==> src/rtl/uart_rx_if.sv <==
// uart_rx_if: serial line input and received-byte outputs of the UART receiver
interface uart_rx_if;
    logic       rx_din;
    logic [7:0] rx_data;
    logic       rx_done;
    logic       rx_err;
    logic       rx_busy;
    modport master (input rx_din, output rx_data, rx_done, rx_err, rx_busy);
    modport slave  (output rx_din, input rx_data, rx_done, rx_err, rx_busy);
endinterface

==> src/rtl/uart_rx.sv <==
// uart_rx: 8N1 UART receiver with optional odd/even parity, mid-bit sampling
module uart_rx #(
    parameter int CLK_FREQ = 50000000,
    parameter int UART_BPS = 115200,
    parameter int PARITY   = 0
) (
    input logic       sys_clk,
    input logic       sys_rst_n,
    uart_rx_if.master bus
);
    localparam int          BPS_CNT  = CLK_FREQ / UART_BPS;
    localparam int          HALF     = BPS_CNT / 2;
    localparam logic [15:0] BIT_END  = 16'(BPS_CNT - 1);
    localparam logic [15:0] HALF_END = 16'(HALF - 1);
    localparam bit          HAS_PAR  = (PARITY == 1) || (PARITY == 2);

    typedef enum logic [2:0] {IDLE, START, DATA, PAR, STOP} state_t;

    state_t      r_state, w_next;
    logic        r_sync1, r_rx_s, r_rx_s_d;
    logic [15:0] r_cnt;
    logic [2:0]  r_bit;
    logic [7:0]  r_shift, r_data;
    logic        r_par_err, r_done, r_err;
    logic        w_fall, w_tick, w_half, w_exp_par;

    assign w_fall    = r_rx_s_d & ~r_rx_s;
    assign w_tick    = r_cnt == BIT_END;
    assign w_half    = r_cnt == HALF_END;
    assign w_exp_par = (PARITY == 1) ? ~^r_shift : ^r_shift;

    assign bus.rx_data = r_data;
    assign bus.rx_done = r_done;
    assign bus.rx_err  = r_err;
    assign bus.rx_busy = r_state != IDLE;

    // State register
    always_ff @(posedge sys_clk) begin
        if (!sys_rst_n)
            r_state <= IDLE;
        else
            r_state <= w_next;
    end

    // Next-state: a start edge that is not still low at half-bit is a glitch
    always_comb begin
        w_next = r_state;
        case (r_state)
            IDLE:    if (w_fall) w_next = START;
            START:   if (w_half) w_next = r_rx_s ? IDLE : DATA;
            DATA:    if (w_tick && r_bit == 3'd7) w_next = HAS_PAR ? PAR : STOP;
            PAR:     if (w_tick) w_next = STOP;
            STOP:    if (w_tick) w_next = IDLE;
            default: w_next = IDLE;
        endcase
    end

    // Synchroniser, bit timing, shift register and one-cycle result strobes
    always_ff @(posedge sys_clk) begin
        if (!sys_rst_n) begin
            r_sync1   <= 1'b1;
            r_rx_s    <= 1'b1;
            r_rx_s_d  <= 1'b1;
            r_cnt     <= '0;
            r_bit     <= '0;
            r_shift   <= '0;
            r_par_err <= 1'b0;
            r_data    <= '0;
            r_done    <= 1'b0;
            r_err     <= 1'b0;
        end else begin
            r_sync1  <= bus.rx_din;
            r_rx_s   <= r_sync1;
            r_rx_s_d <= r_rx_s;
            r_cnt    <= (w_next != r_state || w_tick) ? '0 : r_cnt + 16'd1;
            r_done   <= 1'b0;
            r_err    <= 1'b0;
            if (r_state == START) begin
                r_bit     <= '0;
                r_par_err <= 1'b0;
            end
            if (r_state == DATA && w_tick) begin
                r_shift[r_bit] <= r_rx_s;
                r_bit          <= r_bit + 3'd1;
            end
            if (r_state == PAR && w_tick)
                r_par_err <= r_rx_s != w_exp_par;
            if (r_state == STOP && w_tick) begin
                r_done <= r_rx_s & ~r_par_err;
                r_err  <= ~r_rx_s | r_par_err;
                if (r_rx_s && !r_par_err)
                    r_data <= r_shift;
            end
        end
    end
endmodule
==> src/flat_wrapper.sv <==
// flat-port wrapper written by rule: the top's interface ports become plain ports
module uart_rx_flat 
#(
    parameter int CLK_FREQ = 50000000,
    parameter int UART_BPS = 115200,
    parameter int PARITY   = 0
)
  (sys_clk, sys_rst_n, bus_rx_din, bus_rx_data, bus_rx_done, bus_rx_err, bus_rx_busy);
  uart_rx_if bus_i ();
  input logic sys_clk;
  input logic sys_rst_n;
  input wire logic [$bits(bus_i.rx_din)-1:0] bus_rx_din;
  output wire logic [$bits(bus_i.rx_data)-1:0] bus_rx_data;
  output wire logic [$bits(bus_i.rx_done)-1:0] bus_rx_done;
  output wire logic [$bits(bus_i.rx_err)-1:0] bus_rx_err;
  output wire logic [$bits(bus_i.rx_busy)-1:0] bus_rx_busy;
  assign bus_i.rx_din = bus_rx_din;
  assign bus_rx_data = bus_i.rx_data;
  assign bus_rx_done = bus_i.rx_done;
  assign bus_rx_err = bus_i.rx_err;
  assign bus_rx_busy = bus_i.rx_busy;
  uart_rx #(.CLK_FREQ(CLK_FREQ), .UART_BPS(UART_BPS), .PARITY(PARITY)) u_core (.sys_clk(sys_clk), .sys_rst_n(sys_rst_n), .bus(bus_i));
endmodule
==> config.mk <==
export PLATFORM = sky130hd
export DESIGN_NAME = uart_rx_flat
export DESIGN_NICKNAME = d
export VERILOG_FILES = /design/src/rtl/uart_rx_if.sv /design/src/rtl/uart_rx.sv /design/src/flat_wrapper.sv
export SDC_FILE = /design/constraint.sdc
export NUM_CORES = 1
export LEC_CHECK = 0
export ABC_CLOCK_PERIOD_IN_PS = 2100
export BUFFER_PORTS_ARGS = -buffer_cell sky130_fd_sc_hd__buf_2
export CAP_MARGIN = 40
export CELL_PAD_IN_SITES_DETAIL_PLACEMENT = 0
export CELL_PAD_IN_SITES_GLOBAL_PLACEMENT = 1
export CORE_AREA = 2 2 75 77
export DETAILED_ROUTE_END_ITERATION = 10
export DIE_AREA = 0 0 77 79
export GPL_TIMING_DRIVEN = 0
export PLACE_DENSITY_LB_ADDON = 0.1
export SETUP_SLACK_MARGIN = 0.15
export SYNTH_ARGS = -nofsm -noshare
export SYNTH_HDL_FRONTEND = slang
export SYNTH_SLANG_ARGS = --single-unit
==> constraint.sdc <==
create_clock -name sys_clk -period 2.1 [get_ports sys_clk]
set_input_delay 0.105 -clock sys_clk [delete_from_list [all_inputs] [get_ports sys_clk]]
set_output_delay 0.105 -clock sys_clk [all_outputs]
set_load 0.05 [all_outputs]
# == Yosys cells after proc, flatten, opt, wreduce, memory -nomap -nowiden ==
# Cells that the tools add are included.
# classes
n_bitwise,6
add_sub_neg,2
reduce_logical,16
n_eq_ne,9
muxes,14
order_cmp,2
# ops
cell,n
two-way mux 3 bit,7
"adder 16 x 1 -> 16 bit, second input constant",1
"equality test 16 x 8 -> 1 bit, second input constant",1
"equality test 16 x 9 -> 1 bit, second input constant",1
case mux 3 bit (5 select lines),1
bitwise mux 8 bit,1
XOR reduction 8 bit,1
"equality test 3 x 2 -> 1 bit, second input constant",2
"equality test 3 bit, second input constant",2
logical AND 1 bit,6
"less-than comparator 3 x 4 -> 1 bit, second input constant",1
AND reduction 2 bit,2
nonzero test 2 bit,2
"adder 3 x 1 -> 3 bit, second input constant",1
demux 1 bit (select 3 bit),1
"equality test 3 x 1 -> 1 bit, second input constant",1
"greater-or-equal comparator 3 x 1 -> 1 bit, second input constant",1
logical NOT 3 bit,1
two-way mux 1 bit,3
inequality test 3 bit,1
NOT 1 bit,3
nonzero test 3 bit,1
bitwise AND 1 bit,2
two-way mux 2 bit,1
other kinds (5),5
# word_totals
word_cells,60
inputBits,3
output_inout_bits,11
regBits,44

# == Logic depth before layout (Yosys ltp) ==
# Gate-level depths: netlist (run 1).
# logic_depth
ltp_word,7
mapped_depth,8
depth_no_buf,7

# == Least setup slack after synthesis (run 1) ==
# OpenSTA, ideal clock, no wires.
# synth_path
path_type,register -> register
startpoint,reg u_core.r_cnt[13]
endpoint,reg u_core.r_cnt[12]
synth_period_minus_slack_ns,2.064
path_stages_with_launch,7
slack_ns,0.036
setup_ns,0.115
n_path_buf,1
arrival_time_ns,1.950
path_cell_list,dfxtp_1 > or4_4 > or4_4 > and4_4 > o21ai_4 > buf_6 > nor2_1
# synth_between
elab_chain_cells,7
# synth_lines
element,line_no,source
"start, declared",uart_rx.sv:21,logic [15:0] r_cnt;
"start signal, assigned",uart_rx.sv:75,r_cnt <= (w_next != r_state || w_tick) ? '0 : r_cnt + 16'd1;
equality test 16 x 9 -> 1 bit,uart_rx.sv:28,assign w_tick = r_cnt == BIT_END;
logical AND 1 bit,uart_rx.sv:51,DATA: if (w_tick && r_bit == 3'd7) w_next = HAS_PAR ? PAR : STOP;
two-way mux 3 bit,uart_rx.sv:51,
case mux 3 bit (5 select lines),uart_rx.sv:48,case (r_state)
inequality test 3 bit,uart_rx.sv:75,
logical OR 1 bit *,uart_rx.sv:75,
OR reduction 2 bit (no source line) *,n/a,
# Every way passes the cells marked *; elsewhere a longest branch is shown, timed or not.
# A chain may end at the register's enable or synchronous reset.

# == Final worst setup path (run 1) ==
# layout_path
startpoint,reg u_core.r_cnt[9]
endpoint,reg u_core.r_cnt[4]
# The elaborated chain is that of the path after synthesis.

==> reports/results.ini, run 1 <==
[status]
status=completed

[floorplan]
die_y_um=79
initial_core_util_pct=38.8
io_pins=14
core.rowCount=27
die_area_um2=6080
core-area_um2=5340
die_w_um=77

[sta]
grt_setup_unrepaired=true
max_slew_margin_pct=53.6
finalHoldViolCount=0
skew_ns=0.00937
setup_viol_count_final=0
min_period_ns=2.07
worstMarginPinSlew_ns=0.696
maxSlewViolCount=0
min_period_over_period_pct=98.6
hold_ws_ns=0.0408
fmax_ghz=0.483

[grt]
grt_pass1_wl_mm=7.70
grt.overflow.total=0
antenna_found_initial=0
grt_pass1_vias=1540
grtUsageTotal_pct=16.2
grt_max_degree=14

[yosys]
synth_nets=238
synth.most_common_cell=dfxtp_1
ys_types=36
syn-cell-area_um2=2070
ys_ff_latch=44
avgSynthCellArea_um2=9.01
synth_common_cells=44 x dfxtp_1, 31 x nor2_1, 18 x nand2_1, 16 x nand3_1, 15 x a21oi_1
synth.top_cells.by_area=dfxtp_1 42%, xnor2_1 5.9%, nor2_1 5.6%
seq_area_frac_synth_pct=42.5
yosysTopAreaCell=dfxtp_1
synthFlopType=dfxtp_1
yosys_warnings=0
synth_cells=230
synthArstFlopShare_pct=0
synth_edf_count=0
synthDominantCellAreaShare_pct=42.5

[clocking]
numCtsBuffers=5
clk_pin_slew_ns=0.08
cts_root_buf=clkbuf_8
tritoncts=built
cts.sinks=44
htreeDepth=2
clk_path_buf_depth=2
worstSkewPairLatency_ns=0.30

[drt]
first_pass_iters=4
vias_per_cell=5.03
routed_wl_mm=4.73
drtIter0Drc=85
via_count=1715
ant_nets=0
wl_per_cell_um=13.9
drc=0

[hold_path]
hold_class=input pin to register

[power]
power_w=0.00166
vdd_ir_drop_max_uv=319
p_per_area_nw_per_um2=602
power_leakage_nw=0.982

[flow_run]
max-cap-violations=0

[placed_design]
routabilityCongestion=0.757
io_buffers=13
dp_hpwl_mm=3.05
placed_area_um2=2230

[layout]
n_antenna_cell=0
nets=276
area_growth_pct=32.7
final_util_pct=51.5
regArea_um2=887
final_layout_size_suffix_gt1_share_pct=33.1
final_area_um2=2750
multi_input_area_um2=1310
fillers=533

[worst_setup_path]
worstSetupEndpointType=register
crit_type=register to register
worst-endpoint-arrival_ns=2.26
crit_fanout=7
worstPathRequired_ns=2.29
critPathLaunchType=register

==> cell type report <==
type | count | area share, %
Multi-Input combinational cell | 172 | 47.7
Timing Repair Buffer | 31 | 9.55
Sequential cell | 44 | 32.2
Tap cell | 72 | 3.27
Buffer | 8 | 1.82
Inverter | 6 | 0.819
Clock inverter | 1 | 1.09
Clock buffer | 7 | 3.50
==> through the flow <==
step / setup WS [ns] / instances / TNS, ns
after floorplan: 0.111 / 230 / 0
after global placement: -0.252 / 315 / -2.31
after detailed placement: -0.211 / 315 / -1.90
after CTS: 0.00888 / 332 / 0
after global routing: -0.0258 / 341 / -0.192
final: 0.0284 / 341 / 0
==> worst paths after layout <==
kind                                                  from                         end  slack, ns  cells after the start
worst max-delay path            u_core.r_cnt[9]$_SDFF_PP0_  u_core.r_cnt[4]$_SDFF_PP0_       0.03                      6
worst min-delay path                             sys_rst_n   u_core.r_sync1$_SDFF_PN1_       0.04                      2
worst max register to register  u_core.r_cnt[9]$_SDFF_PP0_  u_core.r_cnt[4]$_SDFF_PP0_       0.03                      6
worst min register to register   u_core.r_sync1$_SDFF_PN1_    u_core.r_rx_s$_SDFF_PN1_       0.42                      1
==> logic make-up (layout without fill, tap and decap cells) <==
logic type                 after synthesis  count (layout)  synth area share [%]
and+or+nand+nor                        114             114                  31.8
DFF                                     44              44                  42.5
AOI/OAI and AO/OA                       23              23                  6.58
xor gates and xnor gates                22              22                  9.29
buffers and inverters                   14              53                  2.96
muxes                                    8               8                  3.86
adders and majority gates                5               5                  3.02
==> critical path, stage by stage (launching register included) <==
cell	delay, ns
dfxtp_2	0.35
or4_4	0.56
or4_4	0.56
and4_4	0.18
o21ai_4	0.11
buf_4	0.17
nor2_1	0.04
==> cell usage in the layout (no fill, tap or decap), drive strengths merged <==
cell type / netlist / final
dfxtp: 44 / 44
buf: 3 / 33
nor2: 31 / 31
nand2: 18 / 18
nand3: 16 / 16
a21oi: 15 / 15
xnor2: 14 / 14
clkbuf: 5 / 12
xor2: 8 / 8
mux2i: 8 / 8
nand4b: 7 / 7
inv: 6 / 6
nand2b: 5 / 5
and3: 5 / 5
nand4: 5 / 5
ha: 5 / 5
o21ai: 5 / 5
nor4: 5 / 5
nor3: 4 / 4
or4: 3 / 3
nand3b: 3 / 3
or3b: 2 / 2
or2: 2 / 2
and4bb: 2 / 2
or3: 2 / 2
nor4bb: 1 / 1
and4: 1 / 1
nor2b: 1 / 1
a311oi: 1 / 1
nor3b: 1 / 1
a22o: 1 / 1
o31ai: 1 / 1
bufinv: 0 / 1
dlygate4sd3: 0 / 1
==> registers in the layout, summed over array words and instances (netlist names) <==
name and count:
u_core.bus.rx_done 1, u_core.r_cnt 16, u_core.bus.rx_data 8, u_core.r_rx_s 1, u_core.r_sync1 1, u_core.r_shift 8
u_core.r_rx_s_d 1, u_core.bus.rx_err 1, u_core.r_bit 3, u_core.r_par_err 1, u_core.r_state 3
==> power breakdown <==
group	internal, W	switching (W)	total [W]
Clock	0.000420	0.000298	0.000718
Sequential	0.000842	0.0000100	0.000852
Combinational	0.0000371	0.0000501	0.0000872
==> metal layers <==
layer	track usage [%]	routed length (um)
met2	26.4	2390
met4	6.25	67
met1	21.0	2180
met5	0	0
met3	3.75	91
==> what timing repair did <==
action                                  in CTS  in global routing
hold endpoints to repair                     1                  0
endpoints found under the setup margin      28                 39
setup buffers                                6                  9
hold buffers                                 1                  0
gates resized for setup                      9                 46
pin swaps                                    6                 23
cloned                                       2                  0
No activity file was read; power rests on OpenSTA's default activity.
==> inputs of run 2 (changes only) <==
--- a/config.mk
+++ b/config.mk
@@ -5,14 +5,15 @@
 export SDC_FILE = /design/constraint.sdc
 export NUM_CORES = 1
 export LEC_CHECK = 0
+export ABC_AREA = 1
 export ABC_CLOCK_PERIOD_IN_PS = 2100
 export BUFFER_PORTS_ARGS = -buffer_cell sky130_fd_sc_hd__buf_2
 export CAP_MARGIN = 40
 export CELL_PAD_IN_SITES_DETAIL_PLACEMENT = 0
 export CELL_PAD_IN_SITES_GLOBAL_PLACEMENT = 1
-export CORE_AREA = 2 2 75 77
+export CORE_AREA = 2 2 77 79
 export DETAILED_ROUTE_END_ITERATION = 10
-export DIE_AREA = 0 0 77 79
+export DIE_AREA = 0 0 79 81
 export GPL_TIMING_DRIVEN = 0
 export PLACE_DENSITY_LB_ADDON = 0.1
 export SETUP_SLACK_MARGIN = 0.15
==> run 2 against run 1 <==
Register-to-register slack better by 0.32 ns. Sequential power about the same. Via count up 4.0%. Clock skew down 0.0057 ns. Count of clock-buffer cells in the layout down 1. Die area up 5.2%. Setup slack better by 0.32 ns. Power down 14%. Combinational power down 11%. Utilization down 9.0 points. Cell area down 12%. Area after synthesis up 4.5%. Highest routed layer unchanged.
==> reports/results.ini, run 2 <==
[status]
status=completed

[yosys]
synth_cells=289  ; +26%
avgSynthCellArea_um2=7.50  ; -17%
synthFlopType=dfxtp_1
synthDominantCellAreaShare_pct=40.6  ; -1.8 points
ys_ff_latch=44  ; unchanged
synth.top_cells.by_area=dfxtp_1 41%, inv_1 7.4%, nor2_1 7.1%
synthArstFlopShare_pct=0  ; unchanged
seq_area_frac_synth_pct=40.6  ; -1.8 points
syn-cell-area_um2=2170  ; +4.5%
synth_common_cells=44 x dfxtp_1, 43 x inv_1, 41 x nor2_1, 33 x nand2_1, 21 x a21oi_1
yosysTopAreaCell=dfxtp_1
synth_edf_count=0  ; unchanged
synth.most_common_cell=dfxtp_1
synth_nets=297  ; +25%
ys_types=34  ; -5.6%
yosys_warnings=0  ; unchanged

[worst_setup_path]
reg2reg_from=u_core.r_cnt[1]$_SDFF_PP0_
cp.buffers_inverters=3  ; +2
worstSetupEndpointType=register
crit_start=u_core.r_cnt[1]$_SDFF_PP0_
crit_type=register to register
crit_fanout=10  ; +3
worst-endpoint-arrival_ns=1.98  ; -0.28 ns
worstPathRequired_ns=2.33  ; +0.04 ns
max_stage_delay_ns=0.36  ; -0.20 ns
cp_slowest_cell=dfxtp_1
crit_family=simple AND/OR/NAND/NOR gates
critPathLaunchType=register
worstPathCellList=inv_1 > ha_1 > inv_1 > nor2_1 > nand2_1 > nor2_2 > nand2_4 > nand2_2 > a31oi_2 > nand3_2 > buf_6 > nor2_1

[layout]
layout_commonest_cell=dfxtp_1
largest_register_ffs=16  ; unchanged
final_area_um2=2410  ; -12%
multi_input_area_um2=1070  ; -18%
n_antenna_cell=0  ; unchanged
nets=318  ; +15%
final_layout_size_suffix_gt1_share_pct=14.2  ; -19 points
layout_common_cells=44 x dfxtp_1, 43 x inv_1, 41 x nor2_1, 33 x nand2_1, 21 x a21oi_1
regArea_um2=881  ; -0.71%
fillers=638  ; +20%
largest-register=u_core.r_cnt
area_growth_pct=11.4

[power]
p_int_w=0.00109  ; -16%
vdd_ir_drop_max_uv=229  ; -28%
power_w=0.00143  ; -14%
pwr-share-clk_pct=35.0  ; -8.3 points
p_comb_share_pct=5.4  ; about the same
pwr-share-seq_pct=59.5  ; +8.1 points
swShare_pct=23.3  ; +1.7 points
netSwitchingPower_w=0.000332  ; -7.1%
power_leakage_nw=0.979  ; -0.35%
p_per_area_nw_per_um2=591  ; -1.8%

[floorplan]
io_pins=14  ; unchanged
die_area_um2=6400  ; +5.2%
core-area_um2=5680  ; +6.3%
core.rowCount=28  ; +3.7%
die_y_um=81  ; +2.5%
initial_core_util_pct=38.2  ; -0.66 points
die_w_um=79  ; +2.6%

[clocking]
postCtsResizedCells=0  ; -9
post_cts_buffers=0  ; -6
worstSkewPairLatency_ns=0.29  ; about the same
tritoncts=built
clk_pin_slew_ns=0.08  ; about the same
cts-hold-fix-buffers=1  ; unchanged
cts_root_buf=clkbuf_8
cts.sinks=44  ; unchanged
clk_path_buf_depth=2  ; unchanged
htreeDepth=2  ; unchanged
numCtsBuffers=5  ; unchanged

[sta]
max_slew_margin_pct=67.9  ; +14 points
finalHoldViolCount=0  ; unchanged
worstMarginPinSlew_ns=0.482  ; -0.214 ns
fmax_ghz=0.571  ; +18%
min_period_over_period_pct=83.3  ; -15 points
maxSlewViolCount=0  ; unchanged
setup_viol_count_final=0  ; unchanged
min_period_ns=1.75  ; -0.322 ns
grt_setup_unrepaired=false
skew_ns=0.00371  ; -0.00566 ns
fin_tns_setup_ns=0  ; unchanged

[placed_design]
placed_area_um2=2330  ; +4.1%
dp_hpwl_mm=3.45  ; +13%
routabilityCongestion=0.768  ; +1.5%
io_buffers=13  ; unchanged

[grt]
grt_pass1_vias=1710  ; +11%
grt_pass1_wl_mm=7.73  ; +0.44%
antenna_found_initial=0  ; unchanged
grtUsageTotal_pct=15.6  ; -0.65 points
grt_max_degree=13  ; -1
use_met1_pct=18.8  ; -2.2 points
busiest_layer=met2
met3_usage_pct=3.89  ; +0.14 points
grt.overflow.total=0  ; unchanged
globalRouteMet2Util_pct=26.9  ; +0.55 points

[drt]
drc=0  ; unchanged
routed_wl_mm=4.47  ; -5.7%
vias_per_cell=4.63  ; -7.9%
via_count=1784  ; +4.0%
ant_nets=0  ; unchanged
wl_per_cell_um=11.6  ; -16%
drtIter0Drc=50  ; -41%
first_pass_iters=4  ; unchanged

[hold_path]
min_from=sys_rst_n
hold_class=input pin to register

[flow_run]
max-cap-violations=0  ; unchanged

run 2: cell types whose count changed in the layout (fill, tap and decap cells not counted), moves of 9 or more:
| cell | delta |
|---|---|
| a21oi_1 | +15 |
| a21oi_2 | -9 |
| buf_4 | -10 |
| inv_1 | +37 |
| nand2_1 | +22 |
| nor2_1 | +11 |
| nor3_1 | +14 |
run 2: final timing paths:
kind | endpoint | slack [ns] | depth (start not counted)
worst max register to register | u_core.r_cnt[11]$_SDFF_PP0_ | 0.35 | 12
worst min-delay path | u_core.r_shift[2]$_SDFFE_PN0P_ | 0.23 | 3
worst min register to register | u_core.r_rx_s$_SDFF_PN1_ | 0.42 | 1
worst max-delay path | u_core.r_cnt[11]$_SDFF_PP0_ | 0.35 | 12
run 2: final cells by class:
type                       count  area share, %
multi-input combinational    191           44.3
timing repair buffer          14           3.11
buffer                         6           1.40
clock buffer                   6           3.01
inverter                      48           7.57
tap                           75           3.89
clock inverter                 1          0.207
sequential                    44           36.5
run 2: worst register-to-register path, cell delays in order, from the launching register on:
cell and delay, ns:
dfxtp_1 0.36, inv_1 0.07, ha_1 0.17, inv_1 0.07, nor2_1 0.04, nand2_1 0.07, nor2_2 0.05, nand2_4 0.11
nand2_2 0.09, a31oi_2 0.18, nand3_2 0.19, buf_6 0.20, nor2_1 0.09
run 2: per-layer routing:
metal / share of wire (%) / wire length (um) / vias to the layer above
li1: - / - / 953
met1: 47 / 2110 / 817
met2: 50 / 2220 / 10
met3: 2.1 / 93 / 4
met4: 0.92 / 41 / 0
met5: 0 / 0 / -
run 2: power groups by stage:
| stage | registers (W) | clock network, W | logic, W |
|---|---|---|---|
| floorplan | 0.000868 | 0 | 0.0000581 |
| global placement | 0.000870 | 0 | 0.0000791 |
| detailed placement | 0.000870 | 0 | 0.0000785 |
| CTS | 0.000850 | 0.000531 | 0.0000805 |
| global route | 0.000852 | 0.000570 | 0.0000891 |
| finish | 0.000850 | 0.000500 | 0.0000773 |
run 2: cells by family after synthesis:
family	Yosys count	share of synthesized area [%]
fa+ha+maj	5	2.89
simple gates	129	29.0
xor+xnor	22	8.89
flops	44	40.6
compound gates	35	8.60
buf+inv	54	9.99
run 2: metrics by stage:
step | setup slack, ns | hold WS, ns | cells | utilization [%]
2_1_floorplan | 0.455 | 0.212 | 289 | -
3_3_place_gp | 0.358 | 0.292 | 377 | 41.0
3_5_place_dp | 0.325 | 0.296 | 377 | 41.0
4_1_cts | 0.293 | 0.225 | 385 | 42.5
5_1_grt | 0.161 | 0.264 | 385 | 42.5
6_report | 0.350 | 0.225 | 385 | 42.5
==> inputs of run 3 (changes only) <==
--- a/config.mk
+++ b/config.mk
@@ -5,15 +5,15 @@
 export SDC_FILE = /design/constraint.sdc
 export NUM_CORES = 1
 export LEC_CHECK = 0
-export ABC_AREA = 1
-export ABC_CLOCK_PERIOD_IN_PS = 2100
+export ABC_AREA = 0
+export ABC_CLOCK_PERIOD_IN_PS = 1500
 export BUFFER_PORTS_ARGS = -buffer_cell sky130_fd_sc_hd__buf_2
 export CAP_MARGIN = 40
 export CELL_PAD_IN_SITES_DETAIL_PLACEMENT = 0
 export CELL_PAD_IN_SITES_GLOBAL_PLACEMENT = 1
-export CORE_AREA = 2 2 77 79
+export CORE_AREA = 2 2 75 77
 export DETAILED_ROUTE_END_ITERATION = 10
-export DIE_AREA = 0 0 79 81
+export DIE_AREA = 0 0 77 79
 export GPL_TIMING_DRIVEN = 0
 export PLACE_DENSITY_LB_ADDON = 0.1
 export SETUP_SLACK_MARGIN = 0.15
==> constraint.sdc (replaced) <==
create_clock -name sys_clk -period 1.5 [get_ports sys_clk]
set_input_delay 0.075 -clock sys_clk [delete_from_list [all_inputs] [get_ports sys_clk]]
set_output_delay 0.075 -clock sys_clk [all_outputs]
set_load 0.05 [all_outputs]
==> run 3 against run 2 <==
The run now ends with negative setup slack left. Flip-flop and latch count stayed put. Wire length is 3.1% higher. Combinational power rose by 60%. Clock power is 44% higher. Setup slack worse by 0.91 ns. First-iteration DRC count increased by 14%. Clock skew decreased by 0.00053 ns. Non-clock buffer count grew 16. Cell area increased by 7.9%.
==> reports/results.ini, run 3 (synthesis results as in run 1) <==
[status]
status=finished with violations
violations=negative setup slack

[drt]
first_pass_iters=4  ; unchanged
top_layer=met4
vias_per_cell=5.08  ; +9.6%
drc=0  ; unchanged
wl_met3_um=93  ; unchanged
wl_met1_mm=2.14  ; +1.7%
met2_length_mm=2.29  ; +2.9%
wl_per_cell_um=13.7  ; +18%
ant_nets=0  ; unchanged
drtIter0Drc=57  ; +14%
routed_wl_mm=4.61  ; +3.1%
via_count=1712  ; -4.0%

[sta]
skew_ns=0.00319  ; -0.000526 ns
finalHoldViolCount=0  ; unchanged
fmax_ghz=0.484  ; -15%
grt_setup_unrepaired=true
fin_tns_setup_ns=-18.22  ; -18.22 ns
min_period_over_period_pct=138  ; +54 points
hold_ws_ns=0.0218  ; -0.203 ns
maxSlewViolCount=0  ; unchanged
setup_viol_count_final=41  ; +41
setup_slack_ns=-0.565  ; -0.915 ns
min_period_ns=2.06  ; +0.315 ns
max_slew_margin_pct=63.3  ; -4.6 points
worstMarginPinSlew_ns=0.547  ; +0.0650 ns

[grt]
grt.overflow.total=0  ; unchanged
antenna_found_initial=0  ; unchanged
grt_pass1_vias=1592  ; -6.9%
grt_pass1_wl_mm=7.83  ; +1.3%
grtUsageTotal_pct=16.6  ; +1.0 points
grt_max_degree=13  ; unchanged

[worst_setup_path]
worstPathRequired_ns=1.69  ; -0.64 ns
cp_slowest_cell=or4_4
reg2reg_from=u_core.r_cnt[15]$_SDFF_PP0_
crit_type=register to register
max_stage_delay_ns=0.56  ; +0.20 ns
worst-endpoint-arrival_ns=2.26  ; +0.28 ns
worstSetupEndpointType=register
crit_fanout=7  ; -3
worstPathCellList=or4_4 > or4_4 > and4_4 > o21ai_4 > buf_6 > nor2_1
crit_start=u_core.r_cnt[15]$_SDFF_PP0_
cp_common_cell=or4_4
critPathLaunchType=register

[power]
pwr-share-seq_pct=58.6  ; -0.9 points
power_leakage_nw=0.961  ; -1.9%
p_int_w=0.00155  ; +41%
vdd_ir_drop_max_uv=381  ; +67%
p_per_area_nw_per_um2=781  ; +32%
pwr-share-clk_pct=35.3  ; +0.3 points
p_comb_share_pct=6.1  ; +0.7 points
swShare_pct=23.9  ; +0.65 points
netSwitchingPower_w=0.000487  ; +47%

[hold_path]
hold_class=input pin to register
min_from=sys_rst_n

[clocking]
numCtsBuffers=5  ; unchanged
clk_path_buf_depth=2  ; unchanged
clk_pin_slew_ns=0.08  ; about the same
worstSkewPairLatency_ns=0.30  ; about the same
cts_root_buf=clkbuf_8
cts.sinks=44  ; unchanged
htreeDepth=2  ; unchanged
tritoncts=built

[placed_design]
io_buffers=13  ; unchanged
dp_cells=315  ; -16%
dp_hpwl_mm=3.05  ; -11%
placed_area_um2=2290  ; -1.4%
routabilityCongestion=0.729  ; -5.0%

[layout]
final_util_pct=48.8  ; +6.3 points
final_area_um2=2610  ; +7.9%
layout_commonest_cell=dfxtp_1
n_antenna_cell=0  ; unchanged
area_growth_pct=25.6
final_cells=337  ; -12%
nets=273  ; -14%
largest_register_ffs=16  ; unchanged
layout_common_cells=36 x dfxtp_1, 26 x nor2_1, 17 x nand2_1, 15 x a21oi_1, 14 x xnor2_1
largest-register=u_core.r_cnt
final_layout_size_suffix_gt1_share_pct=29.4  ; +15 points

[floorplan]
io_pins=14  ; unchanged
initial_core_util_pct=38.8  ; +0.66 points
core-area_um2=5340  ; -6.0%
die_y_um=79  ; -2.5%
die_area_um2=6080  ; -4.9%
core.rowCount=27  ; -3.6%
die_w_um=77  ; -2.5%

[flow_run]
max-cap-violations=0  ; unchanged

## run 3: cell types whose count changed in the layout (fill, tap and decap cells not counted), moves of 6 or more
cell / delta
inv_1: -37
nand2_1: -16
nor2_1: -15
nor3_1: -14
buf_4: +9
o21ai_0: -9
dfxtp_1: -8
mux2i_1: +8
nand3_2: +8
dfxtp_2: +7
nand3_1: -7
nand4b_1: +7
a21oi_1: -6
## run 3: critical path, delay by kind of cell (launching register included)
family / cells / cell delay (ns)
AOI/OAI and AO/OA: 1 / 0.12
and+or+nand+nor: 4 / 1.34
DFF: 1 / 0.33
buffers and inverters: 1 / 0.17
## run 3: final cells by class
type	instances	area [um2]
repair buffers	28	226
multi-input cells	172	1240
fillers	574	2730
clock inverters	1	5.00
clock buffers	6	72.6
plain buffers	8	55.1
well taps	72	90.1
inverters	6	22.5
flip-flops and latches	44	893
## run 3: path summary, 6_finish.rpt
kind,to,slack [ns],cells after the start
max reg2reg,u_core.r_cnt[10]$_SDFF_PP0_,-0.56,6
min reg2reg,u_core.r_rx_s$_SDFF_PN1_,0.42,1
max,u_core.r_cnt[10]$_SDFF_PP0_,-0.56,6
min,u_core.r_rx_s$_SDFF_PN1_,0.02,2
## run 3: through the flow
stage / power, W / worst slack, ns
floorplan: 0.00129 / -0.487
global placement: 0.00132 / -0.652
global route: 0.00212 / -0.627
finish: 0.00203 / -0.565
CTS: 0.00206 / -0.568
detailed placement: 0.00132 / -0.646
## run 3: power by group through the flow
stage	clock [W]	combinational, W	sequential [W]
CTS	0.000748	0.000120	0.00119
finish	0.000719	0.000124	0.00119
floorplan	0	0.0000760	0.00122
global placement	0	0.000103	0.00122
detailed placement	0	0.000103	0.00122
global route	0.000787	0.000138	0.00119
## run 3: repair_timing
action                                  4_1_cts  5_1_grt
pin swaps                                    13        5
gates cloned                                  3        0
endpoints found under the setup margin       42       42
hold endpoints to repair                      1        0
gates resized for setup                      20       13
hold buffers                                  1        0
buffers inserted                             10        1
## run 3: per-layer routing
layer,global-route usage [%],up-vias
met5,0,-
met1,20.3,811
met4,7.50,0
li1,-,877
met2,28.8,17
met3,2.73,7
